--- config.mk ---
export PLATFORM = sky130hd
export DESIGN_NAME = pmem_arbiter
export DESIGN_NICKNAME = d
export VERILOG_FILES = /design/src/rtl/pmem_arbiter.sv
export SDC_FILE = /design/constraint.sdc
export NUM_CORES = 1
export LEC_CHECK = 0
export BUFFER_PORTS_ARGS = -buffer_cell sky130_fd_sc_hd__buf_2
export CORE_AREA = 2 2 539 541
export DETAILED_ROUTE_END_ITERATION = 16
export DIE_AREA = 0 0 541 543
export GPL_TIMING_DRIVEN = 0
export SLEW_MARGIN = 30
export SYNTH_ARGS = -nofsm -noshare
export SYNTH_HDL_FRONTEND = slang
export SYNTH_SLANG_ARGS = --single-unit
export TNS_END_PERCENT = 10
--- constraint.sdc ---
create_clock -name clk -period 2 [get_ports clk]
set_input_delay 0 -clock clk [delete_from_list [all_inputs] [get_ports clk]]
set_output_delay 0 -clock clk [all_outputs]
set_load 0.05 [all_outputs]
--- src/rtl/pmem_arbiter.sv ---
// Multi-client cache-line arbiter onto a single hold-until-resp pmem port.
// Define PMEM_ARB_RR_EN for round-robin selection; default is fixed priority (lowest index wins).
module pmem_arbiter #(
    parameter int NUM_PORTS  = 2,
    parameter int ADDR_WIDTH = 32,
    parameter int LINE_WIDTH = 256
) (
    input  logic                             clk,
    input  logic                             rst_n,
    input  logic [NUM_PORTS-1:0]             client_read,
    input  logic [NUM_PORTS-1:0]             client_write,
    input  logic [NUM_PORTS*ADDR_WIDTH-1:0]  client_address,
    input  logic [NUM_PORTS*LINE_WIDTH-1:0]  client_wdata,
    output logic [NUM_PORTS-1:0]             client_resp,
    output logic [LINE_WIDTH-1:0]            client_rdata,
    output logic                             pmem_read,
    output logic                             pmem_write,
    output logic [ADDR_WIDTH-1:0]            pmem_address,
    output logic [LINE_WIDTH-1:0]            pmem_wdata,
    input  logic                             pmem_resp,
    input  logic [LINE_WIDTH-1:0]            pmem_rdata
);

    localparam int IDXW = (NUM_PORTS > 1) ? $clog2(NUM_PORTS) : 1;

    typedef enum logic [1:0] {ST_IDLE, ST_BUSY, ST_RESP} state_t;

    state_t                                 r_state;
    logic [IDXW-1:0]                        r_grant;
    logic [IDXW-1:0]                        w_win;
    logic [NUM_PORTS-1:0]                   w_pending;
    logic [NUM_PORTS-1:0][ADDR_WIDTH-1:0]   w_addr;
    logic [NUM_PORTS-1:0][LINE_WIDTH-1:0]   w_wdata;

    assign w_pending = client_read | client_write;
    assign w_addr    = client_address;
    assign w_wdata   = client_wdata;

`ifdef PMEM_ARB_RR_EN
    logic [IDXW-1:0]                  r_rr_ptr;
    logic [NUM_PORTS-1:0][IDXW-1:0]   w_rot;

    // w_rot[k] is the k-th candidate in search order starting at the pointer.
    for (genvar gk = 0; gk < NUM_PORTS; gk++) begin : g_rot
        assign w_rot[gk] = IDXW'((int'(r_rr_ptr) + gk) % NUM_PORTS);
    end

    always_comb begin
        w_win = '0;
        for (int k = NUM_PORTS - 1; k >= 0; k--) begin
            if (w_pending[w_rot[k]]) w_win = w_rot[k];
        end
    end

    always_ff @(posedge clk or negedge rst_n) begin
        if (!rst_n) begin
            r_rr_ptr <= '0;
        end else if (r_state == ST_IDLE && |w_pending) begin
            if (w_win == IDXW'(NUM_PORTS - 1)) r_rr_ptr <= '0;
            else                               r_rr_ptr <= w_win + 1'b1;
        end
    end
`else
    always_comb begin
        w_win = '0;
        for (int i = NUM_PORTS - 1; i >= 0; i--) begin
            if (w_pending[i]) w_win = IDXW'(i);
        end
    end
`endif

    // All outputs are registered; an async reset drops the pmem command at once.
    always_ff @(posedge clk or negedge rst_n) begin
        if (!rst_n) begin
            r_state      <= ST_IDLE;
            r_grant      <= '0;
            pmem_read    <= 1'b0;
            pmem_write   <= 1'b0;
            pmem_address <= '0;
            pmem_wdata   <= '0;
            client_resp  <= '0;
            client_rdata <= '0;
        end else begin
            client_resp <= '0;
            case (r_state)
                ST_IDLE: begin
                    if (|w_pending) begin
                        r_grant      <= w_win;
                        pmem_write   <= client_write[w_win];
                        pmem_read    <= ~client_write[w_win];
                        pmem_address <= w_addr[w_win];
                        pmem_wdata   <= w_wdata[w_win];
                        r_state      <= ST_BUSY;
                    end
                end
                ST_BUSY: begin
                    if (pmem_resp) begin
                        pmem_read            <= 1'b0;
                        pmem_write           <= 1'b0;
                        client_rdata         <= pmem_rdata;
                        client_resp[r_grant] <= 1'b1;
                        r_state              <= ST_RESP;
                    end
                end
                ST_RESP: r_state <= ST_IDLE;
                default: r_state <= ST_IDLE;
            endcase
        end
    end

endmodule

==> summary.md, run 1 <==
| Metric | Value |
|---|---|
| Max Freq | `486 MHz` |
| Origin of the critical flop-to-flop path | `r_state[0]` |
| Crit path to | `pmem_address[5]` |
| DRC | `0` |
| Part of the power in registers | `24.2%` |
| Core area | `287000 sq um` |
| Most common cell after layout, fill and taps aside | `buf_2` |
| H-tree Lvls | `3` |
| NetSw | `0.0469 W` |
| Layout area overhead | `114%` |
| Startpoint Class | `flop` |
| Clock skew | `0.0467 ns` |
| Worst Setup SP | `r_state[0]` |
| CTS tree | `built` |
| Global placer's final weighted congestion | `0.992` |
| Area contributors post-synth | `dfrtp_1, mux2_2, o221a_1` |
| Measured slew at the worst slew-check pin | `0.879 ns` |
| Power Internal | `0.0383 W` |
| Most frequent cells in the layout | `buf_2, dlygate4sd3_1, dfrtp_1` |
| Number of clock sinks | `551` |
| Worst EP required | `2.66 ns` |
| Mapped Cells | `1561` |
| Syn Area/Cell | `14.6 sq um` |
| Die area | `294000 sq um` |
| Violated checks | `negative setup slack` |
| Hold Path Stages | `3` |
| Final Power | `0.0852 W` |
| CP max FO | `10` |
| Layout cell share with drive strength beyond 1 | `48.4%` |
| Maximum VDD drop | `1130 uV` |
| Height of the die | `543 microns` |
| Initial antenna violation count | `305` |
| Largest net degree at the start of global routing | `84` |
| Placed Area | `34700 sq um` |
| Routed vias | `27654` |
| RR Endpoint | `pmem_address[5]` |
| Global-route wire length before repair | `314000 microns` |
| Sw frac | `55.1%` |
| Yosys warning count | `0` |
| DR pass1 iterations | `7` |
| Crit. End Element | `flop` |
| Global Route Usage Sum | `16.8%` |
| Ports | `1387` |
| Max-slew headroom | `41.4%` |
| Arrival time worst endpoint | `2.71 ns` |
| Post-synth cell types | `22` |
| Seq/Total Area, Yosys | `60.7%` |
| Synth Net Count | `2400` |
| Final hold vios | `0` |
| CTS buffer count | `77` |
| Die W | `541 microns` |
| Port Buffer Count | `1386` |
| Unrepaired setup endpoints after global routing | `true` |
| Mapped Area | `22700 sq um` |
| Post-synth top area cell | `dfrtp_1` |
| Initial Util | `7.90%` |
| Post-route setup slack | `-0.0580 ns` |
| Synth top area share | `60.7%` |
| Clock Tree Buf Depth | `4` |
| Leak | `20.4 nW` |
| R2R Setup Slk | `-0.06 ns` |
| CTS root buffer | `clkbuf_16` |
| Clock latency on the worst-skew pair | `0.79 ns` |
| Worst-path clk slew | `0.06 ns` |
| Design area | `48600 sq um` |
| Max Cap Viol | `0` |
| DRC marker count from the first detailed-route iteration | `2346` |
| Clk pwr share | `16.5%` |
| Reg2Reg Depth | `6` |
| Final worst-path cycle share | `103%` |
| P per Cell Area | `1750 nW/um^2` |
| Combinational power share | `59.3%` |
| Storage element area | `13800 sq um` |
| Overflow after GRT | `0` |
| Final setup fails | `16` |
| Num rows | `197` |
| Crit Path Category | `reg2reg` |
| Period minus WS final | `2.06 ns` |
| Multi-input logic area | `8240 sq um` |
| Number of global-route vias before repair | `27635` |
| Status | `finished, violations left` |
| Layout Nets | `4948` |
| Avg WL per Cell | `31.8 microns` |
| Tightest Hold Check Type | `in2reg` |
| Fill cell count | `31785` |
| Seq cells post-synth | `551` |
| DR vias/cell | `3.43` |
| Final antenna-violating net count | `0` |
| HPWL after DPL | `222000 microns` |
| Final Max Slew Viols | `0` |
| Routed wire length | `257000 microns` |
## logic make-up (layout without fill, tap and decap cells)
kind of cell | count (synthesis) | count (layout) | synth area share [%]
flip-flops | 551 | 551 | 60.7
AO/OA/AOI/OAI | 293 | 293 | 14.4
AND/OR/NAND/NOR | 300 | 300 | 8.24
other | 0 | 131 | 0
buffers and inverters | 159 | 2757 | 3.88
multiplexers | 258 | 258 | 12.8
## power by group through the flow
stage                     logic [W]  clock network [W]  registers [W]
after floorplan              0.0100                  0         0.0390
after global placement       0.0477                  0         0.0204
after detailed placement     0.0479                  0         0.0205
after CTS                    0.0508             0.0146         0.0204
after global routing         0.0524             0.0148         0.0211
final                        0.0505             0.0140         0.0206
## through the flow
| stage | hold WS (ns) | TNS (ns) | setup WS, ns | instances | utilization (%) |
|---|---|---|---|---|---|
| 6_report | 0.0572 | -0.251 | -0.0580 | 8071 | 16.9 |
| 3_5_place_dp | -0.0774 | -102.24 | -0.690 | 6738 | 12.1 |
| 2_1_floorplan | -0.296 | 0 | 0.459 | 1561 | - |
| 3_3_place_gp | 0.220 | -6784.95 | -12.14 | 6728 | 12.0 |
| 5_1_grt | 0.0414 | -1.48 | -0.0956 | 8000 | 16.9 |
| 4_1_cts | 0.000397 | -6.42 | -0.0843 | 7937 | 16.8 |
## how the worst min path moves through the flow
stage / startpoint / endpoint / slack (ns)
6_report: pmem_rdata[183] / client_rdata[183] / 0.06
3_5_place_dp: rst_n / client_rdata[48] / -0.08
3_3_place_gp: pmem_resp / r_state[0] / 0.22
2_1_floorplan: rst_n / client_rdata[0] / -0.30
5_1_grt: client_wdata[286] / pmem_wdata[30] / 0.04
4_1_cts: client_wdata[361] / pmem_wdata[105] / 0.0004
## synth_stat cells
library cell	instances
nand3b_1	1
nor2_1	3
o21ai_0	3
nand2b_1	1
mux2_2	257
o21a_1	1
o221a_1	209
inv_1	3
dfrtp_1	551
nor2_4	1
mux2i_1	1
and2_0	1
or2_1	3
o221a_2	79
nand3_1	1
nand2_1	1
buf_2	56
or3_1	288
clkbuf_1	71
buf_6	28
buf_4	1
a21oi_1	1
## sequential cells by signal, summed over array words and instances, names as in the netlist
signal,count
client_rdata,256
pmem_wdata,256
pmem_address,32
client_resp,2
r_state,2
pmem_read,1
pmem_write,1
r_grant,1
## critical path, stage by stage, from the launching register on
cell and delay, ns:
dfrtp_1 0.40, or2_1 0.27, buf_12 0.17, buf_12 0.20, clkbuf_1 0.22, or3_1 0.43
o221a_1 0.14
## final cells by class
class / count / share of cell area (%)
diodes: 131 / 0.674
plain buffers: 154 / 2.10
clock buffers: 98 / 4.41
clock inverters: 31 / 0.628
inverters: 3 / 0.0232
multi-input cells: 851 / 16.9
flip-flops and latches: 551 / 28.4
well taps: 3781 / 9.73
repair buffers: 2471 / 37.1
## layer usage
metal | up-vias | wire, microns | global-route usage, %
met5 | - | 1070 | 0
met3 | 707 | 35400 | 9.51
met1 | 13392 | 96800 | 18.8
li1 | 11397 | - | -
met4 | 164 | 12600 | 6.62
met2 | 1994 | 111000 | 26.0
## timing repair
item | 4_1_cts | 5_1_grt
gates cloned | 2 | 1
hold endpoints to repair | 911 | 0
buffers inserted | 0 | 3
setup endpoints to repair | 443 | 296
hold buffers | 1069 | 0
pin swaps | 1 | 2
resized for setup | 78 | 22
Note: power is estimated with default switching activity, not from simulation.
==> run 2: changes to the inputs <==
Settings changed: CORE_AREA 2 2 539 541 to 2 2 540 542, DIE_AREA 0 0 541 543 to 0 0 542 544.
Clock period 2 ns to 1.8 ns, I/O delays scaled along.
==> summary.md, run 2 (same netlist as run 1, synthesis figures left out) <==
| Metric | Value |
|---|---|
| Most common cell after layout, fill and taps aside | `buf_2` |
| Core area | `289000 sq um` |
| Period minus WS final | `2.06 ns` |
| Layout area overhead | `118%` |
| Routed vias | `27570` |
| P per Cell Area | `1970 nW/um^2` |
| Power Internal | `0.0437 W` |
| Number of global-route vias before repair | `27742` |
| HPWL after DPL | `233000 microns` |
| Ports | `1387` |
| Biggest regs | `client_rdata (256), pmem_wdata (256), pmem_address (32)` |
| Measured slew at the worst slew-check pin | `1.00 ns` |
| Leak | `20.8 nW` |
| Fill cell count | `31808` |
| Height of the die | `544 microns` |
| Most frequent cells in the layout | `buf_2, dlygate4sd3_1, dfrtp_1` |
| Global Route Usage Sum | `17.5%` |
| Avg WL per Cell | `33.3 microns` |
| H-tree Lvls | `3` |
| Max Freq | `485 MHz` |
| DRC marker count from the first detailed-route iteration | `1941` |
| Number of clock sinks | `551` |
| Unrepaired setup endpoints after global routing | `true` |
| Status | `finished, violations left` |
| Port Buffer Count | `1386` |
| Storage element area | `13800 sq um` |
| Clock Tree Buf Depth | `4` |
| Crit. End Element | `flop` |
| Final Max Slew Viols | `0` |
| CP max FO | `7` |
| Max Cap Viol | `0` |
| Worst EP required | `2.43 ns` |
| Final hold vios | `0` |
| Sw frac | `55.2%` |
| CTS tree | `built` |
| Worst path max stage delay | `0.41 ns` |
| Part of the power in registers | `23.3%` |
| Max-slew headroom | `33.1%` |
| Clk pwr share | `15.9%` |
| Die area | `295000 sq um` |
| Layout cell share with drive strength beyond 1 | `50.3%` |
| Multi-input logic area | `8610 sq um` |
| Combinational power share | `60.8%` |
| Most used cell along the critical path | `buf_12` |
| Num rows | `198` |
| Final core occ | `17.1%` |
| Placed Area | `34800 sq um` |
| Post-route setup slack | `-0.264 ns` |
| Violated checks | `negative setup slack` |
| Origin of the critical flop-to-flop path | `r_state[0]` |
| Final worst-path cycle share | `115%` |
| Clock latency on the worst-skew pair | `0.80 ns` |
| Crit Path Category | `reg2reg` |
| Worst-path cell chain | `or2_4 -> buf_12 -> buf_12 -> buf_16 -> clkbuf_16 -> or3_4 -> o221a_1` |
| Largest net degree at the start of global routing | `84` |
| Design area | `49600 sq um` |
| Layout Nets | `4964` |
| Family with the most delay on the worst path | `buffers and inverters` |
| Tightest Hold Check Type | `in2async` |
| Initial antenna violation count | `292` |
| Global placer's final weighted congestion | `1.00` |
| Placed Instances | `6760` |
| NetSw | `0.0539 W` |
| Maximum VDD drop | `1490 uV` |
| Initial Util | `7.85%` |
| Setup TNS | `-37.10 ns` |
| Routed wire length | `270000 microns` |
| CTS root buffer | `clkbuf_16` |
| CTS buffer count | `77` |
| DR pass1 iterations | `5` |
| Arrival time worst endpoint | `2.69 ns` |
| DRC | `0` |
| Final setup fails | `267` |
| Overflow after GRT | `0` |
| Crit-path slowest cell | `dfrtp_1` |
| Die W | `542 microns` |
| Worst Setup SP | `r_state[0]` |
| Final antenna-violating net count | `0` |
| DR vias/cell | `3.40` |
| Buf/Inv on CP | `4` |
| Clock skew | `0.0578 ns` |
| Global-route wire length before repair | `327000 microns` |
| Cell Count, Final, Fillers Out | `8114` |
| Startpoint Class | `flop` |
| Worst-path clk slew | `0.06 ns` |
[run 2: changes by cell type in the layout (fill, tap and decap cells not counted), moves of 8 or more]
cell      before   now
buf_2       1427  1404
buf_4         13    36
buf_6         27    37
buf_8          4    12
clkbuf_2      12     3
or3_1        250   183
or3_4         38   105
[run 2: through the flow]
| stage | hold slack, ns | setup slack, ns | power (W) |
|---|---|---|---|
| after floorplan | -0.296 | 0.259 | 0.0545 |
| after global placement | 0.226 | -12.14 | 0.0771 |
| after detailed placement | -0.134 | -0.697 | 0.0775 |
| after CTS | 0.000523 | -0.281 | 0.0975 |
| after global routing | 0.0287 | -0.309 | 0.101 |
| final | 0.0212 | -0.264 | 0.0975 |
[run 2: worst paths after layout]
kind / cells after the start / slack (ns) / to
worst min-delay path: 5 / 0.02 / client_rdata[253]
min in group clk: 3 / 0.08 / client_rdata[154]
worst max register to register: 7 / -0.26 / pmem_wdata[222]
max in group asynchronous: 5 / 0.35 / client_rdata[46]
worst min register to register: 1 / 0.48 / client_resp[0]
worst max-delay path: 7 / -0.26 / pmem_wdata[222]
[run 2: layout make-up]
type                    instances  share of cell area [%]
diodes                        134                   0.676
multi-input cells             851                    17.4
repair buffers               2485                    36.9
inverters                       3                  0.0227
clock inverters                28                   0.562
flip-flops and latches        551                    27.8
plain buffers                 156                    2.72
well taps                    3800                    9.58
clock buffers                 106                    4.39
[run 2: metal layers]
layer / part of all wire [%] / global-route usage, % / vias up
met1: 38 / 20.0 / 13317
met4: 5.9 / 8.70 / 180
met3: 13 / 9.67 / 690
met2: 42 / 26.2 / 1932
met5: 0.51 / 0.406 / -
li1: - / - / 11451
[run 2: power by group through the flow]
stage	Combinational (W)	Clock [W]	Sequential, W
detailed placement	0.0548	0	0.0227
floorplan	0.0111	0	0.0434
global placement	0.0545	0	0.0225
finish	0.0593	0.0155	0.0228
CTS	0.0591	0.0159	0.0225
global route	0.0616	0.0163	0.0233
[run 2: worst register-to-register path, cell delays in order, from the launching register on]
cell	delay, ns
dfrtp_1	0.41
or2_4	0.28
buf_12	0.15
buf_12	0.24
buf_16	0.16
clkbuf_16	0.18
or3_4	0.34
o221a_1	0.13
[run 2: repair_timing]
item,in CTS,in global routing
resized for setup,208,132
buffers inserted,1,6
hold endpoints to repair,939,21
setup endpoints to repair,487,627
pin swaps,4,6
gates cloned,5,3
hold buffers,1071,1
